--- config.mk ---
export PLATFORM = sky130hd
export DESIGN_NAME = seg_display_scheduler
export DESIGN_NICKNAME = d
export VERILOG_FILES = /design/src/rtl/seg_pkg.sv /design/src/rtl/bin_to_bcd_seq.sv /design/src/rtl/seg_display_scheduler.sv
export SDC_FILE = /design/constraint.sdc
export NUM_CORES = 1
export LEC_CHECK = 0
export BUFFER_PORTS_ARGS = -buffer_cell sky130_fd_sc_hd__buf_2
export CAP_MARGIN = 10
export CELL_PAD_IN_SITES_DETAIL_PLACEMENT = 1
export CELL_PAD_IN_SITES_GLOBAL_PLACEMENT = 1
export CORE_ASPECT_RATIO = 1.1
export CORE_MARGIN = 3
export CORE_UTILIZATION = 42
export DETAILED_ROUTE_END_ITERATION = 8
export HOLD_SLACK_MARGIN = 0.1
export PLACE_DENSITY_LB_ADDON = 0.3
export SLEW_MARGIN = 30
export SYNTH_ARGS = -nofsm -noshare
export SYNTH_HDL_FRONTEND = slang
export SYNTH_HIERARCHICAL = 1
export SYNTH_SLANG_ARGS = --single-unit
--- constraint.sdc ---
create_clock -name i_Clk -period 2.3 [get_ports i_Clk]
set_input_delay 0 -clock i_Clk [delete_from_list [all_inputs] [get_ports i_Clk]]
set_output_delay 0 -clock i_Clk [all_outputs]
set_load 0.01 [all_outputs]
--- src/rtl/seg_pkg.sv ---
// Shared codes, encodings and helpers for the seven-segment display scheduler.
// Code values follow the external cathode decoder's 8-bit digit input space.
package seg_pkg;

    localparam int NUM_DIGITS  = 4;
    localparam int BCD_W       = 4 * NUM_DIGITS;
    localparam int CONV_W      = 14;
    localparam int CONV_CYCLES = CONV_W;

    localparam logic [CONV_W-1:0] MAX_SCORE = 14'd9999;

    localparam logic [7:0] CODE_S     = 8'h0A;
    localparam logic [7:0] CODE_R     = 8'h0B;
    localparam logic [7:0] CODE_C     = 8'h0C;
    localparam logic [7:0] CODE_E     = 8'h0E;
    localparam logic [7:0] CODE_L     = 8'h11;
    localparam logic [7:0] CODE_MINUS = 8'hFE;
    localparam logic [7:0] CODE_BLANK = 8'hFF;

    typedef logic [7:0] code_t;
    typedef code_t [NUM_DIGITS-1:0] digit_buf_t;

    // Index 0 is the rightmost digit, so "LOSE" reads L,O,S,E from digit 3 down.
    localparam digit_buf_t LOSE_TEXT = {CODE_L, 8'h00, CODE_S, CODE_E};
    localparam digit_buf_t BLANK_BUF = {NUM_DIGITS{CODE_BLANK}};

    typedef enum logic [1:0] {
        MODE_SCORE = 2'b00,
        MODE_LOSE  = 2'b01,
        MODE_BLANK = 2'b10,
        MODE_DASH  = 2'b11
    } mode_e;

    typedef enum logic [1:0] {
        ST_IDLE   = 2'd0,
        ST_SHIFT  = 2'd1,
        ST_COMMIT = 2'd2
    } conv_state_e;

    function automatic logic [BCD_W-1:0] dabble_adjust(input logic [BCD_W-1:0] bcd);
        logic [BCD_W-1:0] r;
        r = bcd;
        for (int k = 0; k < NUM_DIGITS; k++) begin
            if (bcd[4*k +: 4] >= 4'd5) begin
                r[4*k +: 4] = bcd[4*k +: 4] + 4'd3;
            end
        end
        return r;
    endfunction

    function automatic digit_buf_t blank_leading(input logic [BCD_W-1:0] bcd);
        digit_buf_t codes;
        logic       seen;
        seen = 1'b0;
        for (int k = NUM_DIGITS - 1; k >= 1; k--) begin
            seen     = seen | (bcd[4*k +: 4] != 4'd0);
            codes[k] = seen ? {4'h0, bcd[4*k +: 4]} : CODE_BLANK;
        end
        codes[0] = {4'h0, bcd[3:0]};
        return codes;
    endfunction

endpackage

--- src/rtl/bin_to_bcd_seq.sv ---
// Sequential double-dabble with IDLE/SHIFT/COMMIT control; 14 shift cycles then a one-cycle COMMIT.
// Latency: start to o_Done 15 cycles; no backpressure, i_Start is honoured in IDLE and in COMMIT.
module bin_to_bcd_seq
    import seg_pkg::*;
(
    input  logic              i_Clk,
    input  logic              i_Rst_n,
    input  logic              i_Start,
    input  logic [CONV_W-1:0] i_Value,
    output logic              o_Busy,
    output logic              o_Done,
    output logic [BCD_W-1:0]  o_Bcd
);

    localparam int CNT_W = $clog2(CONV_CYCLES);

    conv_state_e       state_q, state_d;
    logic [CONV_W-1:0] bin_q, bin_d;
    logic [BCD_W-1:0]  bcd_q, bcd_d;
    logic [BCD_W-1:0]  adj;
    logic [CNT_W-1:0]  cnt_q, cnt_d;

    always_comb begin
        state_d = state_q;
        bin_d   = bin_q;
        bcd_d   = bcd_q;
        cnt_d   = cnt_q;
        adj     = dabble_adjust(bcd_q);
        case (state_q)
            ST_IDLE: begin
                if (i_Start) begin
                    state_d = ST_SHIFT;
                    bin_d   = i_Value;
                    bcd_d   = '0;
                    cnt_d   = '0;
                end
            end
            ST_SHIFT: begin
                {bcd_d, bin_d} = {adj, bin_q} << 1;
                cnt_d          = cnt_q + CNT_W'(1);
                if (cnt_q == CNT_W'(CONV_CYCLES - 1)) begin
                    state_d = ST_COMMIT;
                end
            end
            ST_COMMIT: begin
                // Result is held in bcd_q for this one cycle; a restart reloads immediately.
                if (i_Start) begin
                    state_d = ST_SHIFT;
                    bin_d   = i_Value;
                    bcd_d   = '0;
                    cnt_d   = '0;
                end else begin
                    state_d = ST_IDLE;
                end
            end
            default: state_d = ST_IDLE;
        endcase
    end

    always_ff @(posedge i_Clk) begin
        if (!i_Rst_n) begin
            state_q <= ST_IDLE;
            bin_q   <= '0;
            bcd_q   <= '0;
            cnt_q   <= '0;
        end else begin
            state_q <= state_d;
            bin_q   <= bin_d;
            bcd_q   <= bcd_d;
            cnt_q   <= cnt_d;
        end
    end

    assign o_Busy = (state_q != ST_IDLE);
    assign o_Done = (state_q == ST_COMMIT);
    assign o_Bcd  = bcd_q;

endmodule

--- src/rtl/seg_display_scheduler.sv ---
// Four-digit seven-segment scheduler: queued score conversion, leading-zero blanking, anode scan.
// Latency: load to lit digit 17 edges, mode 1 edge; no backpressure, one load queued (last wins).
module seg_display_scheduler
    import seg_pkg::*;
#(
    parameter int REFRESH_DIV = 100000,
    parameter int VAL_W       = 14
) (
    input  logic                  i_Clk,
    input  logic                  i_Rst_n,
    input  logic [VAL_W-1:0]      i_Value,
    input  logic                  i_Load,
    input  logic [1:0]            i_Mode,
    output logic [7:0]            o_Digit,
    output logic [NUM_DIGITS-1:0] o_Anode,
    output logic                  o_Busy
);

    localparam int EXT_W = (VAL_W > CONV_W) ? VAL_W : CONV_W;
    localparam int CNT_W = $clog2(REFRESH_DIV);
    localparam int IDX_W = $clog2(NUM_DIGITS);

    logic [EXT_W-1:0]      value_ext;
    logic [CONV_W-1:0]     value_sat;

    logic                  pend_q, pend_d;
    logic [CONV_W-1:0]     pend_val_q, pend_val_d;

    logic                  conv_start;
    logic [CONV_W-1:0]     conv_value;
    logic                  conv_busy;
    logic                  conv_done;
    logic [BCD_W-1:0]      conv_bcd;

    digit_buf_t            score_q, score_d;

    logic [CNT_W-1:0]      rcnt_q, rcnt_d;
    logic [IDX_W-1:0]      idx_q, idx_d;
    logic [NUM_DIGITS-1:0] anode_q, anode_d;
    code_t                 digit_q, digit_d;

    assign value_ext = EXT_W'(i_Value);
    assign value_sat = (value_ext > EXT_W'(MAX_SCORE)) ? MAX_SCORE : value_ext[CONV_W-1:0];

    // A load on the COMMIT edge with nothing queued restarts directly, which is
    // indistinguishable from queuing it and restarting on the same edge.
    always_comb begin
        conv_start = 1'b0;
        conv_value = value_sat;
        pend_d     = pend_q;
        pend_val_d = pend_val_q;
        if (!conv_busy) begin
            conv_start = i_Load;
        end else if (conv_done) begin
            if (pend_q) begin
                conv_start = 1'b1;
                conv_value = pend_val_q;
                pend_d     = i_Load;
                if (i_Load) begin
                    pend_val_d = value_sat;
                end
            end else if (i_Load) begin
                conv_start = 1'b1;
            end
        end else if (i_Load) begin
            pend_d     = 1'b1;
            pend_val_d = value_sat;
        end
    end

    bin_to_bcd_seq u_conv (
        .i_Clk   (i_Clk),
        .i_Rst_n (i_Rst_n),
        .i_Start (conv_start),
        .i_Value (conv_value),
        .o_Busy  (conv_busy),
        .o_Done  (conv_done),
        .o_Bcd   (conv_bcd)
    );

    always_comb begin
        score_d = score_q;
        if (conv_done) begin
            score_d = blank_leading(conv_bcd);
        end
    end

    always_comb begin
        rcnt_d = rcnt_q + CNT_W'(1);
        idx_d  = idx_q;
        if (rcnt_q == CNT_W'(REFRESH_DIV - 1)) begin
            rcnt_d = '0;
            idx_d  = idx_q + IDX_W'(1);
        end
        anode_d = ~(NUM_DIGITS'(1) << idx_d);
        // Reads the committed buffer, so a fresh commit reaches o_Digit one edge later.
        case (i_Mode)
            MODE_SCORE: digit_d = score_q[idx_d];
            MODE_LOSE:  digit_d = LOSE_TEXT[idx_d];
            MODE_BLANK: digit_d = CODE_BLANK;
            default:    digit_d = CODE_MINUS;
        endcase
    end

    always_ff @(posedge i_Clk) begin
        if (!i_Rst_n) begin
            pend_q     <= 1'b0;
            pend_val_q <= '0;
            score_q    <= BLANK_BUF;
            rcnt_q     <= '0;
            idx_q      <= '0;
            anode_q    <= ~NUM_DIGITS'(1);
            digit_q    <= CODE_BLANK;
        end else begin
            pend_q     <= pend_d;
            pend_val_q <= pend_val_d;
            score_q    <= score_d;
            rcnt_q     <= rcnt_d;
            idx_q      <= idx_d;
            anode_q    <= anode_d;
            digit_q    <= digit_d;
        end
    end

    assign o_Digit = digit_q;
    assign o_Anode = anode_q;
    assign o_Busy  = conv_busy;

endmodule

==> impl_metrics.env, run 1 <==
export IMPL_fmax_mhz=452
export IMPL_fin_nets=623
export IMPL_final_setup_skew_ns=0.00511
export IMPL_cpPeakStageDelay_ns=0.54
export IMPL_drive_gt1_share_pct=16.4
export IMPL_gp_congestion=0.867
export IMPL_fp_dieH_um=117
export IMPL_antenna_found_initial=0
export IMPL_ant_nets=0
export IMPL_io_pins=32
export IMPL_area_delta_synth_final_pct=17.5
export IMPL_avgSynthCellArea_um2=8.74
export IMPL_required_ns=2.52
export IMPL_rows=39
export IMPL_cts_post_setup_buffers_inserted=0
export IMPL_syn_area_mm2=0.00470
export IMPL_maxCapViolCount=0
export IMPL_cts_tree="yes"
export IMPL_grt_pass1_vias=4176
export IMPL_rsz0062_at_grt="false"
export IMPL_grt_pass1_wl_um=20000
export IMPL_pre_cts_ws_ns=0.0465
export IMPL_p_per_area_mw_per_mm2=663
export IMPL_slew_headroom_pct=61.4
export IMPL_ys_seq_area_share_pct=42.6
export IMPL_top_usage_layer="met2"
export IMPL_tightest_slew_ns=0.578
export IMPL_critPathCapture="o_Digit[0]$_SDFF_PN1_"
export IMPL_cp_slowest_cell="or4b_4"
export IMPL_critPathArrivalTime_ns=2.43
export IMPL_met1_usage_pct=23.6
export IMPL_path_class="flip-flop to flip-flop"
export IMPL_synth_flop_cell="dfxtp_1"
export IMPL_fin_tns_setup_ns=0
export IMPL_hpwl_um=8500
export IMPL_die_area_mm2=0.0125
export IMPL_ff2ff_setup_slack_ns=0.09
export IMPL_use_met3_pct=2.91
export IMPL_wl_per_cell_um=16.1
export IMPL_grt_overflow=0
export IMPL_synthArstFlopShare_pct=0
export IMPL_grt_max_degree=27
export IMPL_setup_viol=0
export IMPL_r2r_cells=7
export IMPL_clock_latency_ns=0.35
export IMPL_endpoint_kind="flip-flop"
export IMPL_clock_path_buffers=2
export IMPL_ir_drop_mv=0.319
export IMPL_start_util_pct=44.1
export IMPL_vias=3950
export IMPL_ys_seq_elements=100
export IMPL_syn_num_nets=567
export IMPL_period_minus_slack_ns=2.21
export IMPL_min_period_over_period_pct=96.2
export IMPL_drtPass1Iterations=4
export IMPL_timing_rr_start="rcnt_q[5]$_SDFF_PP0_"
export IMPL_core_area_mm2=0.0106
export IMPL_layout_commonest_cell="dfxtp_1"
export IMPL_ys_warn_count=6
export IMPL_fin_ws_ns=0.0881
export IMPL_die_w_um=107
export IMPL_slew_violations=0
export IMPL_yosysUniqueCellTypes=57
export IMPL_drtIter0Drc=119
export IMPL_crit_start="rcnt_q[5]$_SDFF_PP0_"
export IMPL_timing_hold_ws_ns=0.459
export IMPL_rr_endpoint="o_Digit[0]$_SDFF_PN1_"
export IMPL_hold_class="flip-flop to flip-flop"
export IMPL_cts_max_level=3
export IMPL_layout_common_cells="dfxtp_1 (99), nor2_1 (74), nand2_1 (60)"
export IMPL_clockRootBuffer="clkbuf_16"
export IMPL_path_cells="or4b_4 > and4bb_2 > buf_12 > xor2_4 > a221oi_2 > o221a_1 > o221ai_2"
export IMPL_via_per_inst=5.34
export IMPL_antenna_cells=0
export IMPL_clkTransAtPathRegs_ns=0.06
export IMPL_nFillCells=1271
export IMPL_drc=0
export IMPL_status="finished clean"
export IMPL_grt_usage_pct=20.3
export IMPL_hold_violations=0
export IMPL_grt_util_met2_pct=37.0
export IMPL_wirelength_um=11900
export IMPL_port_buffers=31
export IMPL_netlist_instances=537
export IMPL_crit_fanout=8
export IMPL_synth_enable_flop_cells=0
export IMPL_critPathLaunchType="flip-flop"
export IMPL_leakage_uw=0.00209
export IMPL_numCtsBuffers=9
export IMPL_clkSinkCount=100
==> logic make-up (layout without fill, tap and decap cells) <==
group | Yosys count | in the layout | synth area share (%)
and+or+nand+nor | 208 | 208 | 20.4
AOI/OAI and AO/OA | 111 | 111 | 16.4
DFF | 100 | 100 | 42.6
buffers and inverters | 48 | 108 | 5.06
muxes | 33 | 33 | 7.14
xor gates and xnor gates | 26 | 26 | 5.41
adders and majority gates | 11 | 11 | 2.93
==> worst max-delay path: cells and delay by family (launching register included) <==
kind | cells | cell delay [ns]
flip-flops | 1 | 0.31
XOR/XNOR | 1 | 0.07
AO/OA/AOI/OAI | 3 | 0.63
buffers and inverters | 1 | 0.15
AND/OR/NAND/NOR | 2 | 0.93
==> synthesized netlist by cell type (7+ instances only) <==
library cell | count | area (um2)
a211oi_1 | 8 | 60.1
a211oi_2 | 13 | 163
a21oi_1 | 39 | 195
clkbuf_1 | 11 | 41.3
dfxtp_1 | 100 | 2000
ha_1 | 11 | 138
inv_1 | 21 | 78.8
mux2i_1 | 29 | 290
nand2_1 | 60 | 225
nand2b_1 | 11 | 68.8
nand3_1 | 23 | 115
nor2_1 | 75 | 282
nor3_1 | 7 | 35.0
o21ai_0 | 10 | 50.1
o21ai_1 | 10 | 50.1
o31ai_1 | 7 | 52.6
xnor2_1 | 9 | 78.8
xor2_1 | 15 | 131
==> worst min path at each step <==
stage,endpoint,cells past startpoint,slack [ns],from
floorplan,o_Digit[6]$_SDFF_PN1_,1,0.12,i_Mode[0]
global placement,pend_val_q[5]$_SDFFE_PN0P_,3,0.29,i_Value[5]
detailed placement,pend_val_q[5]$_SDFFE_PN0P_,3,0.29,i_Value[5]
CTS,pend_val_q[5]$_SDFFE_PN0P_,4,0.46,i_Value[5]
global route,pend_val_q[4]$_SDFFE_PN0P_,2,0.48,pend_val_q[4]$_SDFFE_PN0P_
finish,pend_val_q[12]$_SDFFE_PN0P_,2,0.46,pend_val_q[12]$_SDFFE_PN0P_
==> repair_timing <==
| item | in CTS | in global routing |
|---|---|---|
| hold endpoints to repair | 26 | 0 |
| endpoints found under the setup margin | 0 | 18 |
| hold buffers | 18 | 0 |
| resized for setup | 0 | 5 |
==> stage by stage <==
stage               cells  power, uW  utilization, %  instance area (um2)
floorplan             537       2180               -                 4700
global placement      707       2290            47.6                 5070
detailed placement    707       2310            47.6                 5070
CTS                   740       3700            51.8                 5510
global route          740       3820            51.9                 5520
finish                740       3660            51.9                 5520
==> power breakdown <==
group          internal (uW)  switching (uW)
Clock                    722             640
Combinational            187             261
Sequential              1800            43.8
==> area by class of cell <==
cell class / instances / area [um2] / area share (%)
clock buffers: 10 / 229 / 4.15
clock inverters: 5 / 30.0 / 0.544
inverters: 22 / 82.6 / 1.50
multi-input cells: 389 / 2470 / 44.7
flip-flops and latches: 100 / 2000 / 36.3
well taps: 143 / 179 / 3.24
repair buffers: 71 / 526 / 9.52
==> registers in the layout (all words and copies together) (netlist names) <==
signal	flops
rcnt_q	17
pend_q	1
u_conv/state_q	2
u_conv/bin_q	14
o_Anode	4
o_Digit	6
pend_val_q	14
idx_q	2
score_q	20
u_conv/o_Bcd	16
u_conv/cnt_q	4
==> routing by layer <==
metal  share of wire (%)  routed length, um  vias to the layer above
met5                   0                  0                        -
met4                 2.1                252                        0
met3                 2.0                237                       19
met2                  52               6180                       51
met1                  44               5280                     1907
li1                    -                  -                     1973
Power figures use the tool's default switching activity.
==> run 2: changes to the inputs <==
clock period = 2 ns   (was 2.3 ns; I/O delays follow)
==> run 2 against run 1 <==
Effect of this change: the run now ends with setup timing left; combinational power increased by 22%; global-route usage grew 1.8 points; power increased by 22%; fmax up 0.20%; critical path depth is 1 higher; final area increased by 5.7%; sequential share of layout area down 1.9 points; register-to-register slack worse by 0.30 ns; wire length increased by 9.5%; critical path type unchanged; largest cell class unchanged.
==> impl_metrics.env, run 2 (synthesized netlist as in run 1, its figures left out) <==
export IMPL_grt_pass1_wl_um=21800
export IMPL_min_period_over_period_pct=110
export IMPL_post_dp_cell_area_mm2=0.00523
export IMPL_status="finished, violations left"
export IMPL_endpoint_kind="flip-flop"
export IMPL_die_w_um=107
export IMPL_regArea_mm2=0.00201
export IMPL_dp_cells=722
export IMPL_antenna_cells=0
export IMPL_fin_tns_setup_ns=-1.49
export IMPL_clock_path_buffers=2
export IMPL_numCtsBuffers=9
export IMPL_slew_headroom_pct=58.4
export IMPL_slew_violations=0
export IMPL_clkTransAtPathRegs_ns=0.08
export IMPL_timing_hold_ws_ns=0.464
export IMPL_holdPathStages=2
export IMPL_p_per_area_mw_per_mm2=764
export IMPL_clock_latency_ns=0.35
export IMPL_fin_area_mm2=0.00583
export IMPL_drc=0
export IMPL_ant_nets=0
export IMPL_clockRootBuffer="clkbuf_16"
export IMPL_tightest_slew_ns=0.623
export IMPL_antenna_found_initial=0
export IMPL_start_util_pct=44.1
export IMPL_largest_reg_flops=20
export IMPL_vias=4086
export IMPL_fin_ws_ns=-0.207
export IMPL_drive_gt1_share_pct=22.1
export IMPL_min_to="score_q[14]$_SDFFE_PN1P_"
export IMPL_hpwl_um=8830
export IMPL_critPathLaunchType="flip-flop"
export IMPL_setup_viol=11
export IMPL_ff2ff_setup_slack_ns=-0.21
export IMPL_largest_register="score_q"
export IMPL_gp_congestion=0.848
export IMPL_drtPass1Iterations=4
export IMPL_wl_per_cell_um=17.2
export IMPL_wirelength_um=13100
export IMPL_area_delta_synth_final_pct=24.2
export IMPL_path_class="flip-flop to flip-flop"
export IMPL_ir_drop_mv=0.465
export IMPL_grt_max_degree=27
export IMPL_hold_class="flip-flop to flip-flop"
export IMPL_violations="setup timing"
export IMPL_drtIter0Drc=127
export IMPL_timing_rr_start="rcnt_q[8]$_SDFF_PP0_"
export IMPL_grt_pass1_vias=4398
export IMPL_via_per_inst=5.38
export IMPL_port_buffers=31
export IMPL_r2r_cells=8
export IMPL_hold_violations=0
export IMPL_layout_common_cells="dfxtp_1 (96), nor2_1 (70), nand2_1 (58)"
export IMPL_critPathArrivalTime_ns=2.45
export IMPL_period_minus_slack_ns=2.21
export IMPL_final_setup_skew_ns=0.0110
export IMPL_required_ns=2.25
export IMPL_leakage_uw=0.00224
export IMPL_fin_nets=642
export IMPL_maxCapViolCount=0
export IMPL_rr_endpoint="o_Digit[4]$_SDFF_PN1_"
export IMPL_cts_max_level=3
export IMPL_core_area_mm2=0.0106
export IMPL_clkSinkCount=100
export IMPL_layout_commonest_cell="dfxtp_1"
export IMPL_min_delay_start="score_q[14]$_SDFFE_PN1P_"
export IMPL_multi_input_area_mm2=0.00256
export IMPL_die_area_mm2=0.0125
export IMPL_rsz0062_at_grt="true"
export IMPL_cts_tree="yes"
export IMPL_fin_cells=759
export IMPL_rows=39
export IMPL_fmax_mhz=453
export IMPL_grt_overflow=0
export IMPL_io_pins=32
export IMPL_grt_usage_pct=22.1
export IMPL_fp_dieH_um=117
export IMPL_crit_fanout=8
export IMPL_nFillCells=1289
==> run 2: cell types whose count changed in the layout (fill, tap and decap cells not counted), sizes merged <==
cell | previous run | this run
clkinvlp | 2 | 1
clkinv | 4 | 2
dlygate4sd3 | 18 | 19
bufinv | 0 | 1
buf | 53 | 71
inv | 21 | 23
==> run 2: worst max-delay path by stage <==
| stage | startpoint | to | slack [ns] | cells past startpoint |
|---|---|---|---|---|
| 2_1_floorplan | rcnt_q[11]$_SDFF_PP0_ | o_Digit[4]$_SDFF_PN1_ | -0.01 | 7 |
| 3_3_place_gp | rcnt_q[8]$_SDFF_PP0_ | o_Digit[4]$_SDFF_PN1_ | -0.11 | 7 |
| 3_5_place_dp | rcnt_q[8]$_SDFF_PP0_ | o_Digit[4]$_SDFF_PN1_ | -0.21 | 7 |
| 4_1_cts | rcnt_q[11]$_SDFF_PP0_ | o_Digit[4]$_SDFF_PN1_ | -0.24 | 7 |
| 5_1_grt | rcnt_q[8]$_SDFF_PP0_ | o_Digit[4]$_SDFF_PN1_ | -0.27 | 8 |
| 6_report | rcnt_q[8]$_SDFF_PP0_ | o_Digit[4]$_SDFF_PN1_ | -0.21 | 8 |
==> run 2: timing repair <==
item                                    in CTS  in global routing
hold endpoints to repair                    26                  5
setup buffers                                1                  2
pin swaps                                    5                  5
hold buffers                                17                  2
endpoints found under the setup margin      22                 29
gates resized for setup                     10                 16
==> run 2: power breakdown <==
part           switching [uW]  internal (uW)
Combinational             311            234
Sequential               51.7           2070
Clock                     783           1010
Total                    1150           3310
==> run 2: critical path: stages (launching register included) <==
cell      delay, ns
dfxtp_2        0.32
or4b_4         0.55
and4bb_1       0.35
buf_12         0.15
buf_4          0.13
nand3_1        0.15
a21oi_2        0.22
o31ai_2        0.09
nand2b_1       0.15
==> run 2: final cells by class <==
| cell class | instances | area share, % |
|---|---|---|
| multi-input cells | 389 | 43.9 |
| flip-flops and latches | 100 | 34.4 |
| repair buffers | 90 | 12.1 |
| clock buffers | 10 | 4.10 |
| well taps | 143 | 3.07 |
| inverters | 22 | 1.42 |
| clock inverters | 5 | 1.03 |
==> run 2: routing by layer <==
| layer | GRT usage [%] | routed length [um] |
|---|---|---|
| met1 | 25.3 | 5450 |
| met2 | 41.1 | 7080 |
| met3 | 3.02 | 287 |
| met4 | 9.46 | 264 |
| met5 | 0 | 0 |
==> run 2: per-stage QoR <==
stage	power [uW]	util [%]	setup WS, ns
after global placement	2640	49.1	-0.106
final	4460	54.8	-0.207
after CTS	4490	54.1	-0.242
after global routing	4660	54.8	-0.273
after detailed placement	2670	49.1	-0.206
after floorplan	2510	-	-0.0132
